<file path="config.mk">
export PLATFORM = sky130hd
export DESIGN_NAME = ex_muldiv_unit
export DESIGN_NICKNAME = d
export VERILOG_FILES = /design/src/rtl/ex_muldiv_unit_pkg.sv /design/src/rtl/ex_muldiv_unit_signfix.sv /design/src/rtl/ex_muldiv_unit.sv
export SDC_FILE = /design/constraint.sdc
export NUM_CORES = 1
export LEC_CHECK = 0
export ABC_AREA = 1
export BUFFER_PORTS_ARGS = -buffer_cell sky130_fd_sc_hd__buf_4
export CORE_UTILIZATION = 40
export DETAILED_ROUTE_END_ITERATION = 12
export HOLD_SLACK_MARGIN = 0.1
export RECOVER_POWER = 100
export SETUP_SLACK_MARGIN = 0.02
export SYNTH_ARGS = -nofsm -noshare
export SYNTH_HDL_FRONTEND = slang
export SYNTH_SLANG_ARGS = --single-unit
</file>
<file path="constraint.sdc">
create_clock -name clk -period 2.9 [get_ports clk]
set_input_delay 0.145 -clock clk [delete_from_list [all_inputs] [get_ports clk]]
set_output_delay 0.145 -clock clk [all_outputs]
set_load 0.05 [all_outputs]
</file>
<file path="src/rtl/ex_muldiv_unit_pkg.sv">
// ============================================================================
// Module   : ex_muldiv_unit_pkg
// Brief    : Shared op/state encodings and helpers for the EX mul/div unit.
// Revision : 1.0
// ============================================================================
`default_nettype none

package ex_muldiv_unit_pkg;

  localparam int DEFAULT_WIDTH = 32;

  localparam logic [2:0] MULDIV_OP_MULT  = 3'b000;
  localparam logic [2:0] MULDIV_OP_MULTU = 3'b001;
  localparam logic [2:0] MULDIV_OP_DIV   = 3'b010;
  localparam logic [2:0] MULDIV_OP_DIVU  = 3'b011;
  localparam logic [2:0] MULDIV_OP_MTHI  = 3'b100;
  localparam logic [2:0] MULDIV_OP_MTLO  = 3'b101;

  typedef enum logic [1:0] {
    ST_IDLE = 2'd0,
    ST_MUL  = 2'd1,
    ST_DIV  = 2'd2,
    ST_FIX  = 2'd3
  } state_t;

  function automatic logic op_is_signed(input logic [2:0] op);
    return (op == MULDIV_OP_MULT) || (op == MULDIV_OP_DIV);
  endfunction

  function automatic logic op_is_mul(input logic [2:0] op);
    return (op == MULDIV_OP_MULT) || (op == MULDIV_OP_MULTU);
  endfunction

  function automatic logic op_is_div(input logic [2:0] op);
    return (op == MULDIV_OP_DIV) || (op == MULDIV_OP_DIVU);
  endfunction

endpackage

`default_nettype wire

</file>
<file path="src/rtl/ex_muldiv_unit_signfix.sv">
// ============================================================================
// Module   : muldiv_signfix
// Brief    : Turns magnitude product / quotient+remainder into signed HI/LO.
// Revision : 1.0
// ============================================================================
`default_nettype none

module muldiv_signfix
  import ex_muldiv_unit_pkg::*;
#(
  parameter int WIDTH = DEFAULT_WIDTH
) (
  input  logic               is_div,
  input  logic               sign_a,
  input  logic               sign_b,
  input  logic [2*WIDTH-1:0] mag,
  output logic [WIDTH-1:0]   hi,
  output logic [WIDTH-1:0]   lo
);

  logic               w_neg;
  logic [2*WIDTH-1:0] w_prod;
  logic [WIDTH-1:0]   w_quo;
  logic [WIDTH-1:0]   w_rem;

  assign w_neg  = sign_a ^ sign_b;
  assign w_prod = w_neg ? -mag : mag;
  // Divide packs {remainder, quotient}; remainder follows the dividend's sign.
  assign w_quo  = w_neg  ? -mag[WIDTH-1:0]       : mag[WIDTH-1:0];
  assign w_rem  = sign_a ? -mag[2*WIDTH-1:WIDTH] : mag[2*WIDTH-1:WIDTH];

  assign hi = is_div ? w_rem : w_prod[2*WIDTH-1:WIDTH];
  assign lo = is_div ? w_quo : w_prod[WIDTH-1:0];

endmodule

`default_nettype wire

</file>
<file path="src/rtl/ex_muldiv_unit.sv">
// ============================================================================
// Module   : ex_muldiv_unit
// Brief    : Multi-cycle EX-stage multiply/divide unit owning HI/LO; stalls DE
//            readers while busy. MULDIV_FAST_MUL_EN selects a 1-cycle multiply.
// Revision : 1.0
// ============================================================================
`default_nettype none

module ex_muldiv_unit
  import ex_muldiv_unit_pkg::*;
#(
  parameter int WIDTH = DEFAULT_WIDTH,
  parameter int CNT_W = 6
) (
  input  logic             clk,
  input  logic             rst_n,
  input  logic             EX_C_Start,
  input  logic [2:0]       EX_C_Op,
  input  logic             EX_C_Flush,
  input  logic [WIDTH-1:0] EX_OperandA,
  input  logic [WIDTH-1:0] EX_OperandB,
  input  logic             DE_C_ReadHiLo,
  output logic             HZ_C_StallReq,
  output logic             EX_C_Busy,
  output logic             EX_C_Done,
  output logic             EX_C_DivZero,
  output logic [WIDTH-1:0] HI,
  output logic [WIDTH-1:0] LO
);

  localparam logic [CNT_W-1:0] CNT_INIT = CNT_W'(WIDTH);
  localparam logic [CNT_W-1:0] CNT_ONE  = CNT_W'(1);

  state_t             r_state, w_next_state;
  logic [CNT_W-1:0]   r_cnt;
  logic [2*WIDTH-1:0] r_acc;
  logic [WIDTH-1:0]   r_opb;
  logic [WIDTH-1:0]   r_raw_a;
  logic               r_sign_a, r_sign_b, r_is_div, r_div_zero_op;
  logic [WIDTH-1:0]   r_hi, r_lo;
  logic               r_done, r_divzero;

  logic               w_accept, w_neg_a, w_neg_b, w_b_zero;
  logic [WIDTH-1:0]   w_abs_a, w_abs_b;
  logic [WIDTH:0]     w_mul_sum;
  logic [2*WIDTH-1:0] w_mul_step;
  logic [WIDTH:0]     w_rem_shift;
  logic [WIDTH+1:0]   w_div_diff;
  logic [2*WIDTH-1:0] w_div_step;
  logic [WIDTH-1:0]   w_fix_hi, w_fix_lo;

  assign w_accept = (r_state == ST_IDLE) & EX_C_Start & ~EX_C_Flush;
  assign w_neg_a  = op_is_signed(EX_C_Op) & EX_OperandA[WIDTH-1];
  assign w_neg_b  = op_is_signed(EX_C_Op) & EX_OperandB[WIDTH-1];
  // Magnitudes stay unsigned WIDTH-bit, so the most-negative value is exact.
  assign w_abs_a  = w_neg_a ? -EX_OperandA : EX_OperandA;
  assign w_abs_b  = w_neg_b ? -EX_OperandB : EX_OperandB;
  assign w_b_zero = (EX_OperandB == '0);

  // Shift-add step: accumulator is {partial product, remaining multiplier}.
  assign w_mul_sum  = {1'b0, r_acc[2*WIDTH-1:WIDTH]} + {1'b0, r_opb};
  assign w_mul_step = r_acc[0] ? {w_mul_sum, r_acc[WIDTH-1:1]}
                               : {1'b0, r_acc[2*WIDTH-1:1]};

  // Restoring step: accumulator is {partial remainder, dividend/quotient}.
  assign w_rem_shift = r_acc[2*WIDTH-1:WIDTH-1];
  assign w_div_diff  = {1'b0, w_rem_shift} - {2'b00, r_opb};
  assign w_div_step  = w_div_diff[WIDTH+1]
                     ? {w_rem_shift[WIDTH-1:0], r_acc[WIDTH-2:0], 1'b0}
                     : {w_div_diff[WIDTH-1:0],  r_acc[WIDTH-2:0], 1'b1};

`ifdef MULDIV_FAST_MUL_EN
  logic [2*WIDTH-1:0] w_fast_prod;
  assign w_fast_prod = {{WIDTH{1'b0}}, w_abs_a} * {{WIDTH{1'b0}}, w_abs_b};
`endif

  muldiv_signfix #(.WIDTH(WIDTH)) u_signfix (
    .is_div (r_is_div),
    .sign_a (r_sign_a),
    .sign_b (r_sign_b),
    .mag    (r_acc),
    .hi     (w_fix_hi),
    .lo     (w_fix_lo)
  );

  always_ff @(posedge clk or negedge rst_n) begin
    if (!rst_n) r_state <= ST_IDLE;
    else        r_state <= w_next_state;
  end

  always_comb begin
    w_next_state = r_state;
    case (r_state)
      ST_IDLE: begin
        if (w_accept && op_is_div(EX_C_Op)) begin
          w_next_state = w_b_zero ? ST_FIX : ST_DIV;
        end else if (w_accept && op_is_mul(EX_C_Op)) begin
`ifdef MULDIV_FAST_MUL_EN
          w_next_state = ST_FIX;
`else
          w_next_state = ST_MUL;
`endif
        end
      end
      ST_MUL, ST_DIV: if (r_cnt == CNT_ONE) w_next_state = ST_FIX;
      ST_FIX:  w_next_state = ST_IDLE;
      default: w_next_state = ST_IDLE;
    endcase
  end

  always_ff @(posedge clk or negedge rst_n) begin
    if (!rst_n) begin
      r_cnt         <= '0;
      r_acc         <= '0;
      r_opb         <= '0;
      r_raw_a       <= '0;
      r_sign_a      <= 1'b0;
      r_sign_b      <= 1'b0;
      r_is_div      <= 1'b0;
      r_div_zero_op <= 1'b0;
      r_hi          <= '0;
      r_lo          <= '0;
      r_done        <= 1'b0;
      r_divzero     <= 1'b0;
    end else begin
      r_done <= 1'b0;
      case (r_state)
        ST_IDLE: begin
          if (w_accept && EX_C_Op == MULDIV_OP_MTHI) r_hi <= EX_OperandA;
          if (w_accept && EX_C_Op == MULDIV_OP_MTLO) r_lo <= EX_OperandA;
          if (w_accept && (op_is_mul(EX_C_Op) || op_is_div(EX_C_Op))) begin
            r_sign_a      <= w_neg_a;
            r_sign_b      <= w_neg_b;
            r_is_div      <= op_is_div(EX_C_Op);
            r_div_zero_op <= op_is_div(EX_C_Op) & w_b_zero;
            r_raw_a       <= EX_OperandA;
            r_opb         <= w_abs_b;
            r_cnt         <= CNT_INIT;
            r_acc         <= {{WIDTH{1'b0}}, w_abs_a};
`ifdef MULDIV_FAST_MUL_EN
            if (op_is_mul(EX_C_Op)) r_acc <= w_fast_prod;
`endif
            if (op_is_div(EX_C_Op) && !w_b_zero) r_divzero <= 1'b0;
          end
        end
        ST_MUL: begin
          r_acc <= w_mul_step;
          r_cnt <= r_cnt - CNT_ONE;
        end
        ST_DIV: begin
          r_acc <= w_div_step;
          r_cnt <= r_cnt - CNT_ONE;
        end
        ST_FIX: begin
          r_done <= 1'b1;
          if (r_div_zero_op) begin
            r_hi      <= r_raw_a;
            r_lo      <= '1;
            r_divzero <= 1'b1;
          end else begin
            r_hi <= w_fix_hi;
            r_lo <= w_fix_lo;
          end
        end
        default: ;
      endcase
    end
  end

  assign EX_C_Busy     = (r_state != ST_IDLE);
  assign HZ_C_StallReq = EX_C_Busy & DE_C_ReadHiLo;
  assign EX_C_Done     = r_done;
  assign EX_C_DivZero  = r_divzero;
  assign HI            = r_hi;
  assign LO            = r_lo;

endmodule

`default_nettype wire

</file>
-- Word-level counts from Yosys, hierarchy flattened
Cells that the tools add are included.
W data, S select, Z words.
- add/sub/neg operators: 8
- eq/ne operators: 16
- mux-type cells: 29
- bitwise gates (word level): 8
- reduce and logical (&&, ||, !) cells: 26
- operator list (cell ; number):
    $mux W32 ; 10
    $mux W64 ; 4
    $pmux W64 S3 ; 1
    $neg A32 Y32 ; 4
    $pmux W32 S2 ; 2
    $neg A64 Y64 ; 1
    $sub A33 B32 Y34 ; 1
    $add A32 B32 Y33 ; 1
    $logic_not A32 Y1 ; 1
    $pmux W6 S2 ; 1
    $reduce_and A2 Y1 ; 6
    $ne A2 B1 Y1 const B ; 5
    $and A1 B1 Y1 ; 6
    $eq A3 B2 Y1 const B ; 2
    $eq A3 B3 Y1 const B ; 2
    $eq A6 B1 Y1 const B ; 1
    $logic_and A1 B1 Y1 ; 6
    $mux W2 ; 3
    $mux W6 ; 1
    $pmux W2 S3 ; 1
    $reduce_bool A2 Y1 ; 3
    $sub A6 B1 Y6 const B ; 1
    $mux W1 ; 5
    $eq A2 B2 Y1 const B ; 2
    14 further kinds ; 17
- register bits: 206

-- Longest topological paths before layout
- depth in word-level cells: 7
- depth in mapped cells: 19
- depth with buffers taken out: 18

-- Modules after synthesis
From an unflattened synthesis, not the netlist that was laid out.
- cell total of the unflattened synthesis: 3191
- area total of the unflattened synthesis: 19378.6 µm²
- modules (own cells, without submodules) (module ; times used ; cells an instance ; area each (µm²) ; sequential area each (µm²)):
    ex_muldiv_unit ; 1 ; 2635 ; 16739.8 ; 5154.9
    muldiv_signfix ; 1 ; 556 ; 2638.8 ; 0.0

-- Worst setup path before layout
No wires, ideal clock.
- path type: flip-flop to flip-flop
- from: register r_acc[0]
- to: register r_hi[8], in the netlist HI[8]
- data arrival time: 2.270 ns
- required time: 2.778 ns
- path slack: 0.508 ns
- cell stages (with the launch flop): 16
- period minus slack after synthesis: 2.392 ns
- cell sequence: dfrtp_1 -> inv_2 -> clkbuf_1 -> clkbuf_1 -> ha_1 -> nand3_2 -> nor2_2 -> nand2_2 -> nor2_1 -> nand2_1 -> nand2_2 -> o21ai_0 -> nand2_1 -> nand3_1 -> nand2_1 -> a21oi_1
- word-level cells in the longest chain between the ends: 5
- ends and longest elaborated chain (what ; line ; text):
    start, declared ; ex_muldiv_unit.sv:36 ; logic [2*WIDTH-1:0] r_acc;
    start signal, assigned ; ex_muldiv_unit.sv:139 ; r_acc <= {{WIDTH{1'b0}}, w_abs_a};
    start signal, assigned ; ex_muldiv_unit.sv:147 ; r_acc <= w_mul_step;
    start signal, assigned ; ex_muldiv_unit.sv:151 ; r_acc <= w_div_step;
    $neg A64 Y64 ; ex_muldiv_unit_signfix.sv:27 ; assign w_prod = w_neg ? -mag : mag;
    $mux W64 ; ex_muldiv_unit_signfix.sv:27 ;
    $mux W32 ; ex_muldiv_unit_signfix.sv:32 ; assign hi = is_div ? w_rem : w_prod[2*WIDTH-1:WIDTH];
    $mux W32 ; ex_muldiv_unit.sv:156 ; if (r_div_zero_op) begin
    $pmux W32 S2 ; ex_muldiv_unit.sv:127 ; case (r_state)
    end signal, assigned ; ex_muldiv_unit.sv:129 ; if (w_accept && EX_C_Op == MULDIV_OP_MTHI) r_hi <= EX_OperandA;
    end signal, assigned ; ex_muldiv_unit.sv:157 ; r_hi <= r_raw_a;
    end signal, assigned ; ex_muldiv_unit.sv:161 ; r_hi <= w_fix_hi;
    end, declared ; ex_muldiv_unit.sv:40 ; logic [WIDTH-1:0] r_hi, r_lo;
No other way between the ends.
A chain may end at the register's enable or synchronous reset.

-- Final worst setup path
- from: input EX_OperandA[1]
- to: register r_acc[18]
- word-level cells in the longest chain between the ends: 4
- ends and longest elaborated chain (what ; line ; text):
    start, declared ; ex_muldiv_unit.sv:20 ; input logic [WIDTH-1:0] EX_OperandA,
    $neg A32 Y32 ; ex_muldiv_unit.sv:56 ; assign w_abs_a = w_neg_a ? -EX_OperandA : EX_OperandA;
    $mux W32 ; ex_muldiv_unit.sv:56 ;
    $mux W64 ; ex_muldiv_unit.sv:131 ; if (w_accept && (op_is_mul(EX_C_Op) || op_is_div(EX_C_Op))) begin
    $pmux W64 S3 ; ex_muldiv_unit.sv:127 ;
No other way between the ends. The select of a mux whose other input is x is not followed.

==> metrics.md <==
| Metric | Value |
|---|---|
| Via count | `roughly 23000` |
| CP delay by family, top | `buffers and inverters` |
| Worst Hold Class | `input pin to flop` |
| Asr flop ratio synth | `100%` |
| Fin Setup TNS | `0 ns` |
| Highest-delay cell along the critical path | `dlygate4sd3_1` |
| Core area | `about 48000 sq um` |
| Worst-skew pair later-pin latency | `between 0.5 and 0.6 ns` |
| Initial antenna violation count | `2` |
| Element type at the critical path end | `flop` |
| Post-route DRC | `0` |
| Multi-input gate area | `approximately 12000 sq um` |
| Wire length per cell | `~21 um` |
| Number of global-route vias before repair | `roughly 21000` |
| Storage element area | `slightly above 5000 sq um` |
| Num CTS Buffers | `28` |
| Worst Path Buf+Inv | `6` |
| Routed WL | `~87 mm` |
| Most frequent CP cell | `nand2_1` |
| Fin crit share | `between 90% and 100%` |
| Failing checks | `max-capacitance violations, max-slew violations` |
| First-pass GRT wire length | `between 100 and 150 mm` |
| WP data arrival | `between 3 and 4 ns` |
| Dominant cell type by area after synthesis | `dfrtp_1` |
| Max cap viols | `1` |
| Crit path cell chain | `dlygate4sd3_1, buf_4, inv_1, ha_1, nand3_2, inv_1, nand2_1, inv_1, nand2_1, nand2_2, o21ai_2, nor2_1, nand2_1, nand2_1, dlygate4sd3_1, nand3_1, a22oi_1` |
| Vias/cell | `5.58` |
| Fin crit period | `around 2.8 ns` |
| Main flop type after synthesis | `dfrtp_1` |
| Final Skew | `~0.021 ns` |
| Crit path kind | `input pin to flop` |
| Setup violators final | `0` |
| Clock Sinks | `roughly 210` |
| GR Overflow Total | `0` |
| Fillers | `5279` |
| Syn Area/Cell | `approximately 6 sq um` |
| Detailed Routing Iterations Pass 1 | `7` |
| Register area share after synthesis | `between 20% and 30%` |
| P&R area growth vs syn | `17.3%` |
| Fraction of layout cells with a size suffix above 1 | `under 10%` |
| HPWL after DPL | `67.8 mm` |
| Netlist Area Pre-Place | `approximately 20000 sq um` |
| CTS root buffer | `clkbuf_16` |
| Yosys top cell area share | `26.3%` |
| Post-Synthesis Net Count | `approximately 3400` |
| Row count | `80` |
| GPL Wtd Cong | `approximately 1` |
| CTS max path bufs | `3` |
| H-tree depth | `1` |
| Synth Register Bits | `between 200 and 250` |
| Area post-placement | `21700 sq um` |
| Final Cell Area | `between 20000 and 25000 sq um` |
| Io pins | `140` |
| Area contributors post-synth | `dfrtp_1, nand2_1, inv_1` |
| Starting Density | `between 40% and 50%` |
| Fin. Hold Viols | `0` |
| WP data required | `~3.4 ns` |
| Final Slew Violations | `83` |
| CP max stage delay | `roughly 0.54 ns` |
| Normalized max-slew margin | `-53.1%` |
| Max FO, Critical Path | `4` |
| Die X | `about 220 um` |
| Nets | `3621` |
| CTS tree | `yes` |
| Post-synth EDFFs | `0` |
| IO buf count | `139` |
| Worst-Margin Slew | `roughly 2.3 ns` |
| Largest net degree at the start of global routing | `~110` |
| Overall Global Routing Usage | `34.2%` |
| Synthesized instance count | `between 3000 and 4000` |
| Die Footprint | `between 40000 and 50000 sq um` |
| Worst Setup Start Kind | `input pin` |
| Clk pin slew, worst setup/hold paths | `~0.07 ns` |
| Initial detailed-routing violation count | `roughly 2600` |
| Yosys Warn Count | `0` |
| RSZ-0062 raised after global routing | `false` |
| Final ANT Viol Nets | `0` |
| Fmax | `roughly 0.36 GHz` |
| Die Ht | `223 um` |
| Count of cell types in the netlist | `51` |
| Status | `complete, but fails checks` |
## logic make-up (layout without fill, tap and decap cells)
family	Yosys count	after routing	share of synthesized area [%]
buffers and inverters	578	821	11.9
flip-flops	206	206	26.3
AND/OR/NAND/NOR	1745	1745	37.3
adder cells (fa/ha/maj)	76	76	4.93
XOR/XNOR	71	71	3.18
other	0	1	0
AO/OA/AOI/OAI	574	574	16.4
## cell usage in the layout, fill, tap and decap left out, drive strengths merged, types with 2 or more instances in the layout
master	count
o21bai	8
and2	9
nor3	24
o31ai	3
nor2	332
a21o	4
fa	2
o21ai	220
o21a	3
o221ai	19
nand3	302
clkinv	16
nor4	9
xor2	52
dfrtp	206
a21oi	229
nand4	26
dlygate4sd3	67
clkbuf	114
inv	454
nand2	1028
ha	74
nand3b	6
xnor2	19
o211ai	24
clkinvlp	5
a31oi	2
o22ai	37
a22oi	25
or2	7
bufinv	2
buf	163
## flip-flops by register name (all words and copies together) (netlist names)
signal and count:
r_sign_a 1, r_opb 32, r_sign_b 1, LO 32, r_is_div 1, HI 32, r_div_zero_op 1, r_cnt 6
EX_C_Done 1, r_state 2, EX_C_DivZero 1, r_raw_a 32, r_acc 64
## routing by layer
layer	global-route usage [%]	share of wire, %
met5	0	0.015
met4	7.49	2.3
met3	5.58	9.1
met2	50.5	42
met1	51.7	47
## stage by stage
stage / instances / worst slack (ns) / utilization (%) / hold slack (ns)
after floorplan: 3250 / 0.508 / - / -0.151
after global placement: 3987 / 0.00846 / 45.1 / 0.201
after detailed placement: 3987 / 0.00691 / 45.1 / 0.200
after CTS: 4104 / 0.116 / 48.4 / 0.109
after global routing: 4108 / 0.0324 / 47.8 / 0.169
final: 4109 / 0.147 / 47.8 / 0.123
## timing repair
action	in CTS	in global routing
setup buffers	0	4
hold buffers	67	0
gates cloned	0	0
hold endpoints to repair	232	0
endpoints found under the setup margin	2	9
resized for setup	2	4
## Yosys cell counts (28+ instances only)
| master | number |
|---|---|
| nand2_1 | 1013 |
| inv_1 | 435 |
| buf_2 | 31 |
| o22ai_1 | 36 |
| nand3_1 | 295 |
| nor2_1 | 312 |
| ha_1 | 74 |
| o21ai_0 | 185 |
| a21oi_1 | 224 |
| dfrtp_1 | 206 |
| clkbuf_1 | 61 |
| xor2_1 | 52 |
| o21ai_1 | 28 |
## tightest hold or removal path, delay by kind of cell
| family | cells | cell delay, ns |
|---|---|---|
| AO/OA/AOI/OAI | 1 | 0.13 |
| AND/OR/NAND/NOR | 2 | 0.28 |
| buffers and inverters | 1 | 0.10 |
## path summary, 6_finish.rpt
kind	start	endpoint	slack, ns	cells past startpoint
setup / recovery	EX_OperandA[1]	r_acc[18]$_DFFE_PN0P_	0.15	17
hold / removal	EX_OperandB[18]	r_opb[18]$_DFFE_PN0P_	0.12	4
setup reg to reg	r_acc[46]$_DFFE_PN0P_	HI[31]$_DFFE_PN0P_	0.18	11
hold reg to reg	r_raw_a[8]$_DFFE_PN0P_	r_raw_a[8]$_DFFE_PN0P_	0.47	2
max in group asynchronous	rst_n	r_acc[33]$_DFFE_PN0P_	0.55	2
min in group asynchronous	rst_n	r_opb[24]$_DFFE_PN0P_	0.73	2
## area by class of cell
| type | instances | area share [%] |
|---|---|---|
| multi-input combinational | 2466 | 52.7 |
| sequential | 206 | 22.5 |
| timing repair buffer | 310 | 9.97 |
| inverter | 461 | 7.55 |
| tap | 615 | 3.35 |
| clock buffer | 34 | 3.28 |
| clock inverter | 16 | 0.692 |
| antenna | 1 | 0.0109 |
Power is not shown: default switching activity piles up to over one toggle a cycle in this logic, so the estimate is an artifact.
